`src/rtl/reaction_ctrl_multi_if.sv`:
```
// Signal bundle between input conditioning, the reaction controller and the display mux.
// The controller takes the slave view; the stimulus side takes the master view.
interface reaction_ctrl_multi_if #(
  parameter int N_SW   = 10,
  parameter int TIME_W = 20,
  parameter int RAND_W = 15
);
  logic              tick;
  logic              start;
  logic [N_SW-1:0]   switch;
  logic [RAND_W-1:0] rand_delay;
  logic [3:0]        rand_idx;
  logic [N_SW-1:0]   led;
  logic [2:0]        state_o;
  logic [3:0]        round_o;
  logic [TIME_W-1:0] last_time;
  logic [TIME_W-1:0] avg_time;
  logic [TIME_W-1:0] best_time;
  logic              penalty;
  logic              game_done;

  modport slave (
    input  tick, start, switch, rand_delay, rand_idx,
    output led, state_o, round_o, last_time, avg_time, best_time, penalty, game_done
  );

  modport master (
    output tick, start, switch, rand_delay, rand_idx,
    input  led, state_o, round_o, last_time, avg_time, best_time, penalty, game_done
  );
endinterface

```
`src/rtl/reaction_ctrl_multi.sv`:
```
// Multi-round reaction-timer controller: random delay, one-hot target LED, ms timing,
// false-start / wrong-switch / timeout penalties, per-game average and best time.
module reaction_ctrl_multi #(
  parameter int N_SW     = 10,
  parameter int N_ROUNDS = 4,
  parameter int TIME_W   = 20,
  parameter int MAX_TIME = 9999,
  parameter int RAND_W   = 15
) (
  input logic clk,
  input logic rst,
  reaction_ctrl_multi_if.slave bus
);
  localparam int SUM_W = TIME_W + 4;
  localparam int RND_SH = $clog2(N_ROUNDS);
  localparam int CMP_W = (RAND_W > TIME_W) ? RAND_W : TIME_W;
  localparam logic [TIME_W-1:0] MAX_T = TIME_W'(MAX_TIME);
  localparam logic [3:0] LAST_RND = 4'(N_ROUNDS - 1);

  typedef enum logic [2:0] {
    S_IDLE   = 3'd0,
    S_ARM    = 3'd1,
    S_DELAY  = 3'd2,
    S_REACT  = 3'd3,
    S_RESULT = 3'd4,
    S_DONE   = 3'd5
  } state_t;

  state_t            state_q, state_d;
  logic              start_q;
  logic [TIME_W-1:0] tmr_q, tmr_d;
  logic [TIME_W-1:0] delay_q, delay_d;
  logic [3:0]        target_q, target_d;
  logic [TIME_W-1:0] rtime_q, rtime_d;
  logic [N_SW-1:0]   led_q, led_d;
  logic [3:0]        round_q, round_d;
  logic [TIME_W-1:0] last_q, last_d;
  logic [TIME_W-1:0] avg_q, avg_d;
  logic [TIME_W-1:0] best_q, best_d;
  logic              pen_q, pen_d;
  logic              done_q, done_d;
  logic [SUM_W-1:0]  sum_q, sum_d;

  logic              start_pulse_s;
  logic [N_SW-1:0]   oh_s;
  logic              tgt_on_s;
  logic              other_on_s;
  logic [CMP_W-1:0]  rd_ext_s;
  logic [SUM_W-1:0]  sum_next_s;

  assign start_pulse_s = bus.start & ~start_q;
  assign oh_s          = N_SW'(1) << target_q;
  assign tgt_on_s      = |(bus.switch & oh_s);
  assign other_on_s    = |(bus.switch & ~oh_s);
  assign rd_ext_s      = CMP_W'(bus.rand_delay);
  assign sum_next_s    = sum_q + SUM_W'(rtime_q);

  // Next-state and datapath decode for the round sequencer.
  always_comb begin
    state_d  = state_q;
    delay_d  = delay_q;
    target_d = target_q;
    rtime_d  = rtime_q;
    led_d    = led_q;
    round_d  = round_q;
    last_d   = last_q;
    avg_d    = avg_q;
    best_d   = best_q;
    pen_d    = pen_q;
    sum_d    = sum_q;
    tmr_d    = (bus.tick && (tmr_q != MAX_T)) ? tmr_q + TIME_W'(1) : tmr_q;

    case (state_q)
      S_IDLE, S_DONE: begin
        if (start_pulse_s) begin
          state_d = S_ARM;
          round_d = 4'd0;
          sum_d   = '0;
          pen_d   = 1'b0;
        end else begin
          state_d = state_q;
        end
      end
      S_ARM: begin
        if (bus.switch == '0) begin
          // Delays beyond the saturating timer range are clamped so DELAY always terminates.
          if (rd_ext_s == '0) begin
            delay_d = TIME_W'(1);
          end else if (rd_ext_s > CMP_W'(MAX_TIME)) begin
            delay_d = MAX_T;
          end else begin
            delay_d = TIME_W'(rd_ext_s);
          end
          target_d = ({1'b0, bus.rand_idx} < 5'(N_SW)) ? bus.rand_idx : 4'd0;
          tmr_d    = '0;
          state_d  = S_DELAY;
        end else begin
          state_d = S_ARM;
        end
      end
      S_DELAY: begin
        if (|bus.switch) begin
          rtime_d = MAX_T;
          pen_d   = 1'b1;
          state_d = S_RESULT;
        end else if (tmr_q == delay_q) begin
          tmr_d   = '0;
          led_d   = oh_s;
          state_d = S_REACT;
        end else begin
          state_d = S_DELAY;
        end
      end
      S_REACT: begin
        if (tgt_on_s && !other_on_s) begin
          rtime_d = tmr_q;
          pen_d   = 1'b0;
          state_d = S_RESULT;
        end else if (other_on_s || (tmr_q == MAX_T)) begin
          rtime_d = MAX_T;
          pen_d   = 1'b1;
          state_d = S_RESULT;
        end else begin
          state_d = S_REACT;
        end
      end
      S_RESULT: begin
        led_d  = '0;
        last_d = rtime_q;
        sum_d  = sum_next_s;
        if (!pen_q && (rtime_q < best_q)) begin
          best_d = rtime_q;
        end else begin
          best_d = best_q;
        end
        if (round_q == LAST_RND) begin
          avg_d   = TIME_W'(sum_next_s >> RND_SH);
          state_d = S_DONE;
        end else begin
          round_d = round_q + 4'd1;
          state_d = S_ARM;
        end
      end
      default: begin
        led_d   = '0;
        state_d = S_IDLE;
      end
    endcase

    done_d = (state_d == S_DONE);
  end

  // State and datapath registers.
  always_ff @(posedge clk or posedge rst) begin
    if (rst) begin
      state_q  <= S_IDLE;
      start_q  <= 1'b0;
      tmr_q    <= '0;
      delay_q  <= '0;
      target_q <= 4'd0;
      rtime_q  <= '0;
      led_q    <= '0;
      round_q  <= 4'd0;
      last_q   <= '0;
      avg_q    <= '0;
      best_q   <= {TIME_W{1'b1}};
      pen_q    <= 1'b0;
      done_q   <= 1'b0;
      sum_q    <= '0;
    end else begin
      state_q  <= state_d;
      start_q  <= bus.start;
      tmr_q    <= tmr_d;
      delay_q  <= delay_d;
      target_q <= target_d;
      rtime_q  <= rtime_d;
      led_q    <= led_d;
      round_q  <= round_d;
      last_q   <= last_d;
      avg_q    <= avg_d;
      best_q   <= best_d;
      pen_q    <= pen_d;
      done_q   <= done_d;
      sum_q    <= sum_d;
    end
  end

  assign bus.led       = led_q;
  assign bus.state_o   = state_q;
  assign bus.round_o   = round_q;
  assign bus.last_time = last_q;
  assign bus.avg_time  = avg_q;
  assign bus.best_time = best_q;
  assign bus.penalty   = pen_q;
  assign bus.game_done = done_q;
endmodule

```
`src/flat_wrapper.sv`:
```
// flat-port wrapper written by rule: the top's interface ports become plain ports
module reaction_ctrl_multi_flat 
#(
  parameter int N_SW     = 10,
  parameter int N_ROUNDS = 4,
  parameter int TIME_W   = 20,
  parameter int MAX_TIME = 9999,
  parameter int RAND_W   = 15
)
  (clk, rst, bus_tick, bus_start, bus_switch, bus_rand_delay, bus_rand_idx, bus_led, bus_state_o, bus_round_o, bus_last_time, bus_avg_time, bus_best_time, bus_penalty, bus_game_done);
  reaction_ctrl_multi_if #(.N_SW(N_SW), .TIME_W(TIME_W), .RAND_W(RAND_W)) bus_i ();
  input logic clk;
  input logic rst;
  input wire logic [$bits(bus_i.tick)-1:0] bus_tick;
  input wire logic [$bits(bus_i.start)-1:0] bus_start;
  input wire logic [$bits(bus_i.switch)-1:0] bus_switch;
  input wire logic [$bits(bus_i.rand_delay)-1:0] bus_rand_delay;
  input wire logic [$bits(bus_i.rand_idx)-1:0] bus_rand_idx;
  output wire logic [$bits(bus_i.led)-1:0] bus_led;
  output wire logic [$bits(bus_i.state_o)-1:0] bus_state_o;
  output wire logic [$bits(bus_i.round_o)-1:0] bus_round_o;
  output wire logic [$bits(bus_i.last_time)-1:0] bus_last_time;
  output wire logic [$bits(bus_i.avg_time)-1:0] bus_avg_time;
  output wire logic [$bits(bus_i.best_time)-1:0] bus_best_time;
  output wire logic [$bits(bus_i.penalty)-1:0] bus_penalty;
  output wire logic [$bits(bus_i.game_done)-1:0] bus_game_done;
  assign bus_i.tick = bus_tick;
  assign bus_i.start = bus_start;
  assign bus_i.switch = bus_switch;
  assign bus_i.rand_delay = bus_rand_delay;
  assign bus_i.rand_idx = bus_rand_idx;
  assign bus_led = bus_i.led;
  assign bus_state_o = bus_i.state_o;
  assign bus_round_o = bus_i.round_o;
  assign bus_last_time = bus_i.last_time;
  assign bus_avg_time = bus_i.avg_time;
  assign bus_best_time = bus_i.best_time;
  assign bus_penalty = bus_i.penalty;
  assign bus_game_done = bus_i.game_done;
  reaction_ctrl_multi #(.N_SW(N_SW), .N_ROUNDS(N_ROUNDS), .TIME_W(TIME_W), .MAX_TIME(MAX_TIME), .RAND_W(RAND_W)) u_core (.clk(clk), .rst(rst), .bus(bus_i));
endmodule
```
`config.mk`:
```
export PLATFORM = sky130hd
export DESIGN_NAME = reaction_ctrl_multi_flat
export DESIGN_NICKNAME = d
export VERILOG_FILES = /design/src/rtl/reaction_ctrl_multi_if.sv /design/src/rtl/reaction_ctrl_multi.sv /design/src/flat_wrapper.sv
export SDC_FILE = /design/constraint.sdc
export NUM_CORES = 1
export LEC_CHECK = 0
export CORE_ASPECT_RATIO = 0.5
export CORE_MARGIN = 2
export CORE_UTILIZATION = 28
export DETAILED_ROUTE_END_ITERATION = 10
export PLACE_DENSITY = 0.43
export SETUP_SLACK_MARGIN = 0.02
export SYNTH_ARGS = -nofsm -noshare
export SYNTH_HDL_FRONTEND = slang
export SYNTH_SLANG_ARGS = --single-unit
```
`constraint.sdc`:
```
create_clock -name clk -period 7.9 [get_ports clk]
set_input_delay 1.185 -clock clk [delete_from_list [all_inputs] [get_ports clk]]
set_output_delay 1.185 -clock clk [all_outputs]
set_load 0.01 [all_outputs]
```
==> metrics <==
status completed; Register-to-Register Setup Slack 4530 ps; Tcrit/Tclk final 0.467; Crit. Startpoint bus_switch[0]; Worst-Margin Slew 1060 ps; die height 127 um; RSZ-0062 raised after global routing no; number of synthesized flops with an enable pin 0; ys async rst share 1.00; Total GRT Usage 0.148; clk root buf clkbuf_16; Max Cap Viol 0; routed len/inst 16.4 um; Net Count, Synth 956; RePlAce Congestion 0.814; max_slew headroom 0.293; I/O pin cnt 112; CTS buffer count 17; crit path time final 3690 ps; Max Slew Vio Count 0; CTS tree yes; Setup CP Type in -> reg; Clock Latency Late Sink 440 ps; CTS Buffer Depth 2; worst reg2reg path depth 8; initial antenna violation count 0; end of the critical path u_core.delay_q[11]$_DFFE_PP0P_; Final Power 1.88 mW; WP data arrival 4060 ps; die area 31800 sq um; leakage power 4.73 nW; first-pass GRT wire length 37.1 mm; CTS H-tree lvls 4; CP max FO 15; share of cells above drive strength 1 0.0762; row cnt 45; Hold Buf Count CTS 0; post-CTS setup buffers 0; Reg-to-Reg End u_core.bus.best_time[6]$_DFFE_PP1P_; Clock Sinks 161; mean post-synth cell area 9.64 sq um; Pre-Repair DR Iteration Count 4; DR vias/cell 4.80; r2r startpoint u_core.bus.state_o[2]$_DFF_PP0_; nets 1059; Yosys warning count 0; synthesized flop and latch total 161; Final Hold Vio Count 0; Die X-Extent 250 um; Max VDD drop 0.145 mV; Mapped Area 8500 sq um; most frequent cells in the layout 169 x nand2_1, 141 x dfrtp_1, 111 x clkdlybuf4s50_1, 48 x nor2_1, 41 x ha_1; Finished Cell Area 10700 sq um; Resized Gates After CTS 0; number of routed nets with antenna violations 0; Initial DRC Count 380; Max Fclk 0.271 GHz; Power Dens Cells 176 nW/um^2; area of the multi-input gates 4190 sq um; Cell variety after synth 63; Initial Utilization 0.283; P&R area growth vs syn 25.5%; total gr overflow 0; vias in the first global route 6724; Syn Inst Count 881; Worst-path clk slew 60 ps; DRC 0; Area after DPL 10000 sq um; Setup-failing EPs final 0; largest net degree at the start of global routing 83; Ant. Diodes 0; core area 30100 sq um; sequential element share of the synthesized area 0.477; vias post-DR 6704; Setup crit start kind input port; type of the most critical hold path reg -> reg; filler instances 3099; Min Hold Slack 470 ps; Worst setup EP type flop; most common cell after layout, fill and taps aside nand2_1; setup TNS 0 ps; Seq. cell area 4050 sq um; Main synth FF type dfrtp_1; WL final 22.8 mm; PortBufs 111; Post-DP HPWL 16.9 mm; WP data required 8270 ps; Setup Skew 12.4 ps
==> metrics by stage <==
| stage | setup WS, ps | instances | util |
|---|---|---|---|
| finish | 4210 | 1396 | 0.355 |
| global route | 3980 | 1396 | 0.355 |
| CTS | 4240 | 1396 | 0.355 |
| detailed placement | 3780 | 1364 | 0.334 |
| global placement | 3790 | 1364 | 0.334 |
| floorplan | 2400 | 881 | - |
==> routing by layer <==
metal,routed length [um],GRT usage
met5,0,0
met4,227,0.0398
met3,715,0.0320
met2,10000,0.225
met1,11900,0.214
==> kinds of logic after synthesis <==
kind of cell             after synthesis  synth area share
AO/OA/AOI/OAI                        192             0.151
XOR/XNOR                              51            0.0526
adder cells (fa/ha/maj)               42            0.0627
buffers and inverters                 68            0.0314
flip-flops                           161             0.477
multiplexers                          34            0.0434
AND/OR/NAND/NOR                      333             0.182
==> where the power goes <==
group,internal [mW],switching (mW)
Clock,0.515,0.350
Combinational,0.0582,0.0667
Sequential,0.845,0.0428
==> state kept, by name, summed over array words and instances, names as in the netlist <==
| name | count |
|---|---|
| u_core.sum_q | 22 |
| u_core.bus.avg_time | 20 |
| u_core.bus.best_time | 20 |
| u_core.bus.last_time | 20 |
| u_core.rtime_q | 20 |
| u_core.tmr_q | 20 |
| u_core.delay_q | 15 |
| u_core.bus.led | 10 |
| u_core.bus.round_o | 4 |
| u_core.target_q | 4 |
| u_core.bus.state_o | 3 |
| u_core.bus.game_done | 1 |
| u_core.bus.penalty | 1 |
| u_core.start_q | 1 |
==> synthesized netlist by cell type (all sizes together) (14+ instances only) <==
cell / n / area, sq um
nand3: 27 / 135
a22o: 26 / 228
xor2: 25 / 219
ha: 41 / 513
o21ai: 48 / 240
nand2: 169 / 634
a21oi: 36 / 180
dfrtp: 141 / 3530
mux2: 23 / 259
o22a: 14 / 123
dfstp: 20 / 526
nor2: 49 / 184
clkbuf: 30 / 113
inv: 32 / 120
nor3: 14 / 70.1
xnor2: 26 / 228
==> area by class of cell <==
| class | count | area share |
|---|---|---|
| Tap cell | 399 | 0.0468 |
| Clock inverter | 12 | 0.0147 |
| Timing Repair Buffer | 120 | 0.111 |
| Multi-Input combinational cell | 652 | 0.393 |
| Clock buffer | 20 | 0.0428 |
| Sequential cell | 161 | 0.380 |
| Inverter | 32 | 0.0117 |
==> worst max-delay path, stage by stage <==
cell and delay [ps]:
clkdlybuf4s50_1 480, nor4_1 360, nand3_1 330, or3_1 680
a211o_1 460, a41oi_2 360, a22o_1 190
==> worst min-delay path by stage <==
stage	startpoint	endpoint	depth (start not counted)
6_report	u_core.bus.avg_time[5]$_DFFE_PP0P_	u_core.bus.avg_time[5]$_DFFE_PP0P_	2
5_1_grt	u_core.bus.last_time[0]$_DFFE_PP0P_	u_core.bus.last_time[0]$_DFFE_PP0P_	2
4_1_cts	u_core.bus.avg_time[5]$_DFFE_PP0P_	u_core.bus.avg_time[5]$_DFFE_PP0P_	2
3_5_place_dp	u_core.bus.avg_time[5]$_DFFE_PP0P_	u_core.bus.avg_time[5]$_DFFE_PP0P_	2
3_3_place_gp	u_core.bus.last_time[8]$_DFFE_PP0P_	u_core.bus.last_time[8]$_DFFE_PP0P_	2
2_1_floorplan	u_core.sum_q[18]$_DFFE_PP0P_	u_core.sum_q[18]$_DFFE_PP0P_	2
No activity file was read; power rests on OpenSTA's default activity.
